### src/rtl/mem_req_ctrl.sv
// Initiator engine between the L1 cache controller and main memory.
// Sequences fill, writeback and evict+fill requests into 256-bit line read/write commands.
module mem_req_ctrl #(
  parameter int unsigned MEM_ENTRIES = 256,
  parameter int unsigned TIMEOUT     = 15,
  parameter int unsigned CNT_W       = 4
) (
  input  logic         clk,
  input  logic         rst_n,
  input  logic         req_valid,
  output logic         req_ready,
  input  logic [1:0]   req_op,
  input  logic [26:0]  req_addr,
  input  logic [26:0]  req_wb_addr,
  input  logic [255:0] req_wd,
  input  logic [31:0]  req_be,
  output logic         resp_valid,
  output logic         resp_err,
  output logic [255:0] resp_rdata,
  output logic [26:0]  mem_a,
  output logic [31:0]  mem_be,
  output logic [255:0] mem_wd,
  output logic         mem_write,
  output logic         mem_read,
  input  logic [255:0] mem_rd,
  input  logic         mem_valid,
  input  logic         mem_ready
);

  typedef enum logic [2:0] {
    StIdle, StWrSetup, StWrCmd, StWrWait, StRdCmd, StRdWait, StResp
  } state_e;

  localparam logic [26:0]      LineLimit = 27'(MEM_ENTRIES);
  localparam logic [CNT_W-1:0] CntLast   = CNT_W'(TIMEOUT - 1);

  state_e         state_q, state_d;
  logic [CNT_W-1:0] cnt_q, cnt_d;
  logic [26:0]    addr_q, addr_d;
  logic           evict_q, evict_d;
  logic           req_ready_q, req_ready_d;
  logic           resp_valid_q, resp_valid_d;
  logic           resp_err_q, resp_err_d;
  logic [255:0]   resp_rdata_q, resp_rdata_d;
  logic [26:0]    mem_a_q, mem_a_d;
  logic [31:0]    mem_be_q, mem_be_d;
  logic [255:0]   mem_wd_q, mem_wd_d;
  logic           mem_write_q, mem_write_d;
  logic           mem_read_q, mem_read_d;
  logic           bad_req;
  logic           expired;

  always_comb begin
    state_d      = state_q;
    cnt_d        = cnt_q;
    addr_d       = addr_q;
    evict_d      = evict_q;
    resp_valid_d = 1'b0;
    resp_err_d   = resp_err_q;
    resp_rdata_d = resp_rdata_q;
    mem_a_d      = mem_a_q;
    mem_be_d     = mem_be_q;
    mem_wd_d     = mem_wd_q;
    mem_write_d  = 1'b0;
    mem_read_d   = 1'b0;
    bad_req      = (req_op == 2'b11)
                || (req_op != 2'b01 && req_addr >= LineLimit)
                || (req_op != 2'b00 && req_wb_addr >= LineLimit);
    // Last wait cycle: the counter would reach TIMEOUT at this edge.
    expired      = (cnt_q == CntLast);

    unique case (state_q)
      StIdle: begin
        if (req_valid && req_ready_q) begin
          addr_d  = req_addr;
          evict_d = (req_op == 2'b10);
          if (bad_req) begin
            state_d      = StResp;
            resp_valid_d = 1'b1;
            resp_err_d   = 1'b1;
            resp_rdata_d = '0;
          end else if (req_op == 2'b00) begin
            state_d    = StRdCmd;
            mem_a_d    = req_addr;
            mem_read_d = 1'b1;
          end else begin
            // Memory latches the address a cycle before the write strobe.
            state_d  = StWrSetup;
            mem_a_d  = req_wb_addr;
            mem_wd_d = req_wd;
            mem_be_d = req_be;
          end
        end
      end
      StWrSetup: begin
        state_d     = StWrCmd;
        mem_write_d = 1'b1;
      end
      StWrCmd: begin
        state_d = StWrWait;
        cnt_d   = '0;
      end
      StWrWait: begin
        if (mem_ready) begin
          if (evict_q) begin
            state_d    = StRdCmd;
            mem_a_d    = addr_q;
            mem_read_d = 1'b1;
          end else begin
            state_d      = StResp;
            resp_valid_d = 1'b1;
            resp_err_d   = 1'b0;
          end
        end else if (expired) begin
          state_d      = StResp;
          resp_valid_d = 1'b1;
          resp_err_d   = 1'b1;
          resp_rdata_d = '0;
        end else begin
          cnt_d = cnt_q + 1'b1;
        end
      end
      StRdCmd: begin
        state_d = StRdWait;
        cnt_d   = '0;
      end
      StRdWait: begin
        if (mem_valid) begin
          state_d      = StResp;
          resp_valid_d = 1'b1;
          resp_err_d   = 1'b0;
          resp_rdata_d = mem_rd;
        end else if (expired) begin
          state_d      = StResp;
          resp_valid_d = 1'b1;
          resp_err_d   = 1'b1;
          resp_rdata_d = '0;
        end else begin
          cnt_d = cnt_q + 1'b1;
        end
      end
      StResp: begin
        state_d = StIdle;
      end
      default: begin
        state_d = StIdle;
      end
    endcase

    req_ready_d = (state_d == StIdle);
  end

  always_ff @(posedge clk or negedge rst_n) begin
    if (!rst_n) begin
      state_q      <= StIdle;
      cnt_q        <= '0;
      addr_q       <= '0;
      evict_q      <= 1'b0;
      req_ready_q  <= 1'b0;
      resp_valid_q <= 1'b0;
      resp_err_q   <= 1'b0;
      resp_rdata_q <= '0;
      mem_a_q      <= '0;
      mem_be_q     <= '0;
      mem_wd_q     <= '0;
      mem_write_q  <= 1'b0;
      mem_read_q   <= 1'b0;
    end else begin
      state_q      <= state_d;
      cnt_q        <= cnt_d;
      addr_q       <= addr_d;
      evict_q      <= evict_d;
      req_ready_q  <= req_ready_d;
      resp_valid_q <= resp_valid_d;
      resp_err_q   <= resp_err_d;
      resp_rdata_q <= resp_rdata_d;
      mem_a_q      <= mem_a_d;
      mem_be_q     <= mem_be_d;
      mem_wd_q     <= mem_wd_d;
      mem_write_q  <= mem_write_d;
      mem_read_q   <= mem_read_d;
    end
  end

  assign req_ready  = req_ready_q;
  assign resp_valid = resp_valid_q;
  assign resp_err   = resp_err_q;
  assign resp_rdata = resp_rdata_q;
  assign mem_a      = mem_a_q;
  assign mem_be     = mem_be_q;
  assign mem_wd     = mem_wd_q;
  assign mem_write  = mem_write_q;
  assign mem_read   = mem_read_q;

endmodule

### config.mk
export PLATFORM = sky130hd
export DESIGN_NAME = mem_req_ctrl
export DESIGN_NICKNAME = d
export VERILOG_FILES = /design/src/rtl/mem_req_ctrl.sv
export SDC_FILE = /design/constraint.sdc
export NUM_CORES = 1
export LEC_CHECK = 0
export BUFFER_PORTS_ARGS = -buffer_cell sky130_fd_sc_hd__buf_2
export CAP_MARGIN = 10
export CELL_PAD_IN_SITES_DETAIL_PLACEMENT = 0
export CELL_PAD_IN_SITES_GLOBAL_PLACEMENT = 1
export CORE_AREA = 3 3 461 463
export CTS_BUF_LIST = sky130_fd_sc_hd__clkbuf_8
export DETAILED_ROUTE_END_ITERATION = 16
export DIE_AREA = 0 0 464 466
export PLACE_DENSITY_LB_ADDON = 0.2
export SKIP_CTS_REPAIR_TIMING = 1
export SYNTH_ARGS = -nofsm -noshare
export SYNTH_HDL_FRONTEND = slang
export SYNTH_SLANG_ARGS = --single-unit
### constraint.sdc
create_clock -name clk -period 1.9 [get_ports clk]
set_input_delay 0 -clock clk [delete_from_list [all_inputs] [get_ports clk]]
set_output_delay 0 -clock clk [all_outputs]
set_load 0.01 [all_outputs]
==> flow_summary.json <==
{
  "outcome": "finished, violations left",
  "violations_in_the_final_reports": "setup timing",
  "critPathMaxStageDelay_ns": 0.40,
  "place.gp.congestion": 0.776,
  "placedInstanceArea_mm2": 0.0359,
  "rsz0062_at_grt": "true",
  "endpoint_kind": "flip-flop",
  "globalRoute.totalOverflow": 0,
  "numPortBuffers": 1180,
  "irDropWorstVdd_uv": 546,
  "root_buffer": "sky130_fd_sc_hd__clkbuf_8",
  "num-nets-final": 5282,
  "number_of_hold_slack_violations_in_the_final_timing_report": 0,
  "hpwlAfterDp_mm": 110,
  "cpLargestDelayFamily": "buffers and inverters",
  "layout.cells.most_common_list": "sky130_fd_sc_hd__buf_2 (1179), sky130_fd_sc_hd__dlygate4sd3_1 (1157), sky130_fd_sc_hd__dfrtp_1 (611), sky130_fd_sc_hd__nand2_1 (348), sky130_fd_sc_hd__o21ai_1 (189)",
  "numCtsBuffers": 137,
  "drtAntennaViolNets": 0,
  "yosysUniqueCellTypes": 44,
  "routed_via_density": 3.59,
  "timing.final.max_slew_violations": 0,
  "critPathBufInv": 4,
  "max_slew_margin": 0.630,
  "worstSetupPathType": "flip-flop to flip-flop",
  "synth.area.top_cells": "sky130_fd_sc_hd__dfrtp_1 (61%), sky130_fd_sc_hd__mux2_1 (9.0%), sky130_fd_sc_hd__a22oi_1 (7.7%)",
  "drive_above_1_share": 0.400,
  "min_period_over_period": 1.15,
  "min-delay-path-class": "input port to flip-flop",
  "top_achievable_clock_speed_mhz": 457,
  "routed_wirelength_mm": 152,
  "cts_buffer_depth": 3,
  "path_clk_slew_ns": 0.06,
  "floorplan.initialDensity": 0.120,
  "crit_slowest_cell": "sky130_fd_sc_hd__dfrtp_1",
  "final_cells": 7584,
  "fp.dieArea_mm2": 0.216,
  "placement.setup.worst_slack_ns": -0.550,
  "whs_ns": 0.0471,
  "filler_cell_count": 22500,
  "grt_antenna_before_repair": 52,
  "clock_tree.htree_level_count": 4,
  "cts.sinks": 611,
  "tritoncts": "done",
  "timing.final.crit_period_ns": 2.19,
  "crit_path_cell_trace": "ha_2 > and3_4 > or3_4 > a21boi_4 > buf_12 > buf_16 > buf_16 > buf_12 > a22oi_2 > o21ai_1",
  "synth.ff_latch_count": 611,
  "synth_edf_count": 0,
  "row_count": 168,
  "io_pins": 1181,
  "grt_start_max_net_pins": 74,
  "worst_skew_pair.late_latency_ns": 0.84,
  "crit_path_max_fanout": 9,
  "drt_first_iter_violations": 968,
  "finClkSkew_ns": 0.0301,
  "fin_ws_ns": -0.289,
  "floorplan.die.width_um": 464,
  "cell_area_after_technology_mapping_mm2": 0.0251,
  "global_router_s_overall_resource_usage": 0.125,
  "synth_area_leader_cell": "sky130_fd_sc_hd__dfrtp_1",
  "finish.instance_area_mm2": 0.0521,
  "route.vias.total": 27200,
  "cp_launch_type": "flip-flop",
  "setup_viol_count_final": 518,
  "final_core_util": 0.249,
  "layout-area-overhead-vs-synth_pct": 107,
  "synth.net_count": 2718,
  "synth.yosys.seq_area_share": 0.608,
  "grt_first_pass_wirelength_mm": 194,
  "p_leak_nw": 25.8,
  "postSynthCellCount": 2111,
  "post_place_cells": 6131,
  "synth-warning-count": 0,
  "least_margin_pin_slew_ns": 0.550,
  "critical_path_required_ns": 2.66,
  "avgSynthCellArea_um2": 11.9,
  "die_height_um": 466,
  "drc": 0,
  "wl_per_cell_um": 20.0,
  "prevailing_post_synth_register_cell": "sky130_fd_sc_hd__dfrtp_1",
  "number_of_global_route_vias_before_repair": 23900,
  "drv_cap": 0,
  "timing.critical_path.arrival_ns": 2.95,
  "floorplan.core_area_mm2": 0.209,
  "synth_async_sr_flop_share": 1.00,
  "final_common_cell": "sky130_fd_sc_hd__buf_2",
  "power_per_cell_area_mw_per_mm2": 953,
  "synth_top_cell_area_share": 0.608,
  "drt_first_pass_iters": 5
}
## metal layers
metal	global-route usage	routed length, µm
met5	0	90
met4	0.0517	4900
met3	0.0575	10700
met2	0.214	76300
met1	0.133	59800
## cell families (layout without fill, tap and decap cells)
logic type	after synthesis	after routing	synth area share
compound gates	564	564	0.140
xor+xnor	2	2	0.000697
buf+inv	169	2812	0.0308
flops	611	611	0.608
mux	342	342	0.153
other cells	0	25	0
simple gates	421	421	0.0662
fa+ha+maj	2	2	0.000995
## worst min-delay path, cell delays in order
cell and delay, ns:
sky130_fd_sc_hd__dlygate4sd3_1 0.57, sky130_fd_sc_hd__buf_2 0.13, sky130_fd_sc_hd__a22oi_2 0.06, sky130_fd_sc_hd__o21ai_1 0.07
## registers in the layout, indices dropped and copies added (netlist names)
register / cells
mem_be: 32
resp_err: 1
resp_valid: 1
mem_wd: 256
state_q: 3
req_ready: 1
cnt_q: 4
evict_q: 1
addr_q: 27
mem_a: 27
resp_rdata: 256
mem_read: 1
mem_write: 1
## worst paths after layout
check | startpoint | slack, ns | endpoint | depth (start not counted)
max | cnt_q[1] | -0.29 | resp_rdata[16] | 10
min | mem_rd[8] | 0.05 | resp_rdata[8] | 4
max reg2reg | cnt_q[1] | -0.29 | resp_rdata[16] | 10
min reg2reg | addr_q[26] | 0.47 | addr_q[26] | 2
max in group asynchronous | rst_n | 0.68 | resp_rdata[7] | 6
min in group asynchronous | rst_n | 0.39 | mem_wd[4] | 4
## where the power goes
part / switching [mW] / internal, mW
clock network: 6.74 / 7.82
registers: 1.60 / 15.1
logic: 9.89 / 8.49
total: 18.2 / 31.4
## through the flow
stage	setup TNS [ns]	power (mW)
6_report	-72.07	49.6
5_1_grt	-131.68	52.9
4_1_cts	-92.67	45.6
3_5_place_dp	-228.05	30.3
3_3_place_gp	-205.36	30.3
2_1_floorplan	-2.77	22.5
## synth_stat cells (5+ instances only)
master / n
sky130_fd_sc_hd__nand2_1: 349
sky130_fd_sc_hd__dfrtp_1: 611
sky130_fd_sc_hd__buf_4: 20
sky130_fd_sc_hd__mux2_4: 9
sky130_fd_sc_hd__nor2_1: 37
sky130_fd_sc_hd__mux2_1: 202
sky130_fd_sc_hd__mux2_2: 104
sky130_fd_sc_hd__a22oi_1: 257
sky130_fd_sc_hd__a21oi_1: 29
sky130_fd_sc_hd__nand3_1: 5
sky130_fd_sc_hd__buf_2: 34
sky130_fd_sc_hd__nor4_1: 9
sky130_fd_sc_hd__buf_1: 5
sky130_fd_sc_hd__mux2i_1: 27
sky130_fd_sc_hd__clkbuf_1: 105
sky130_fd_sc_hd__o21ai_0: 264
## area by class of cell
type                            instances  area, µm²  area share
Antenna cell                           25       62.6     0.00120
Clock buffer                          159       2190      0.0420
Clock inverter                         59        360     0.00692
Inverter                                2       7.51    0.000144
Multi-Input combinational cell       1331       9930       0.191
Sequential cell                       611      15300       0.294
Tap cell                             2805       3510      0.0674
Timing Repair Buffer                 2592      20700       0.398
Note: power is estimated with default switching activity, not from simulation.
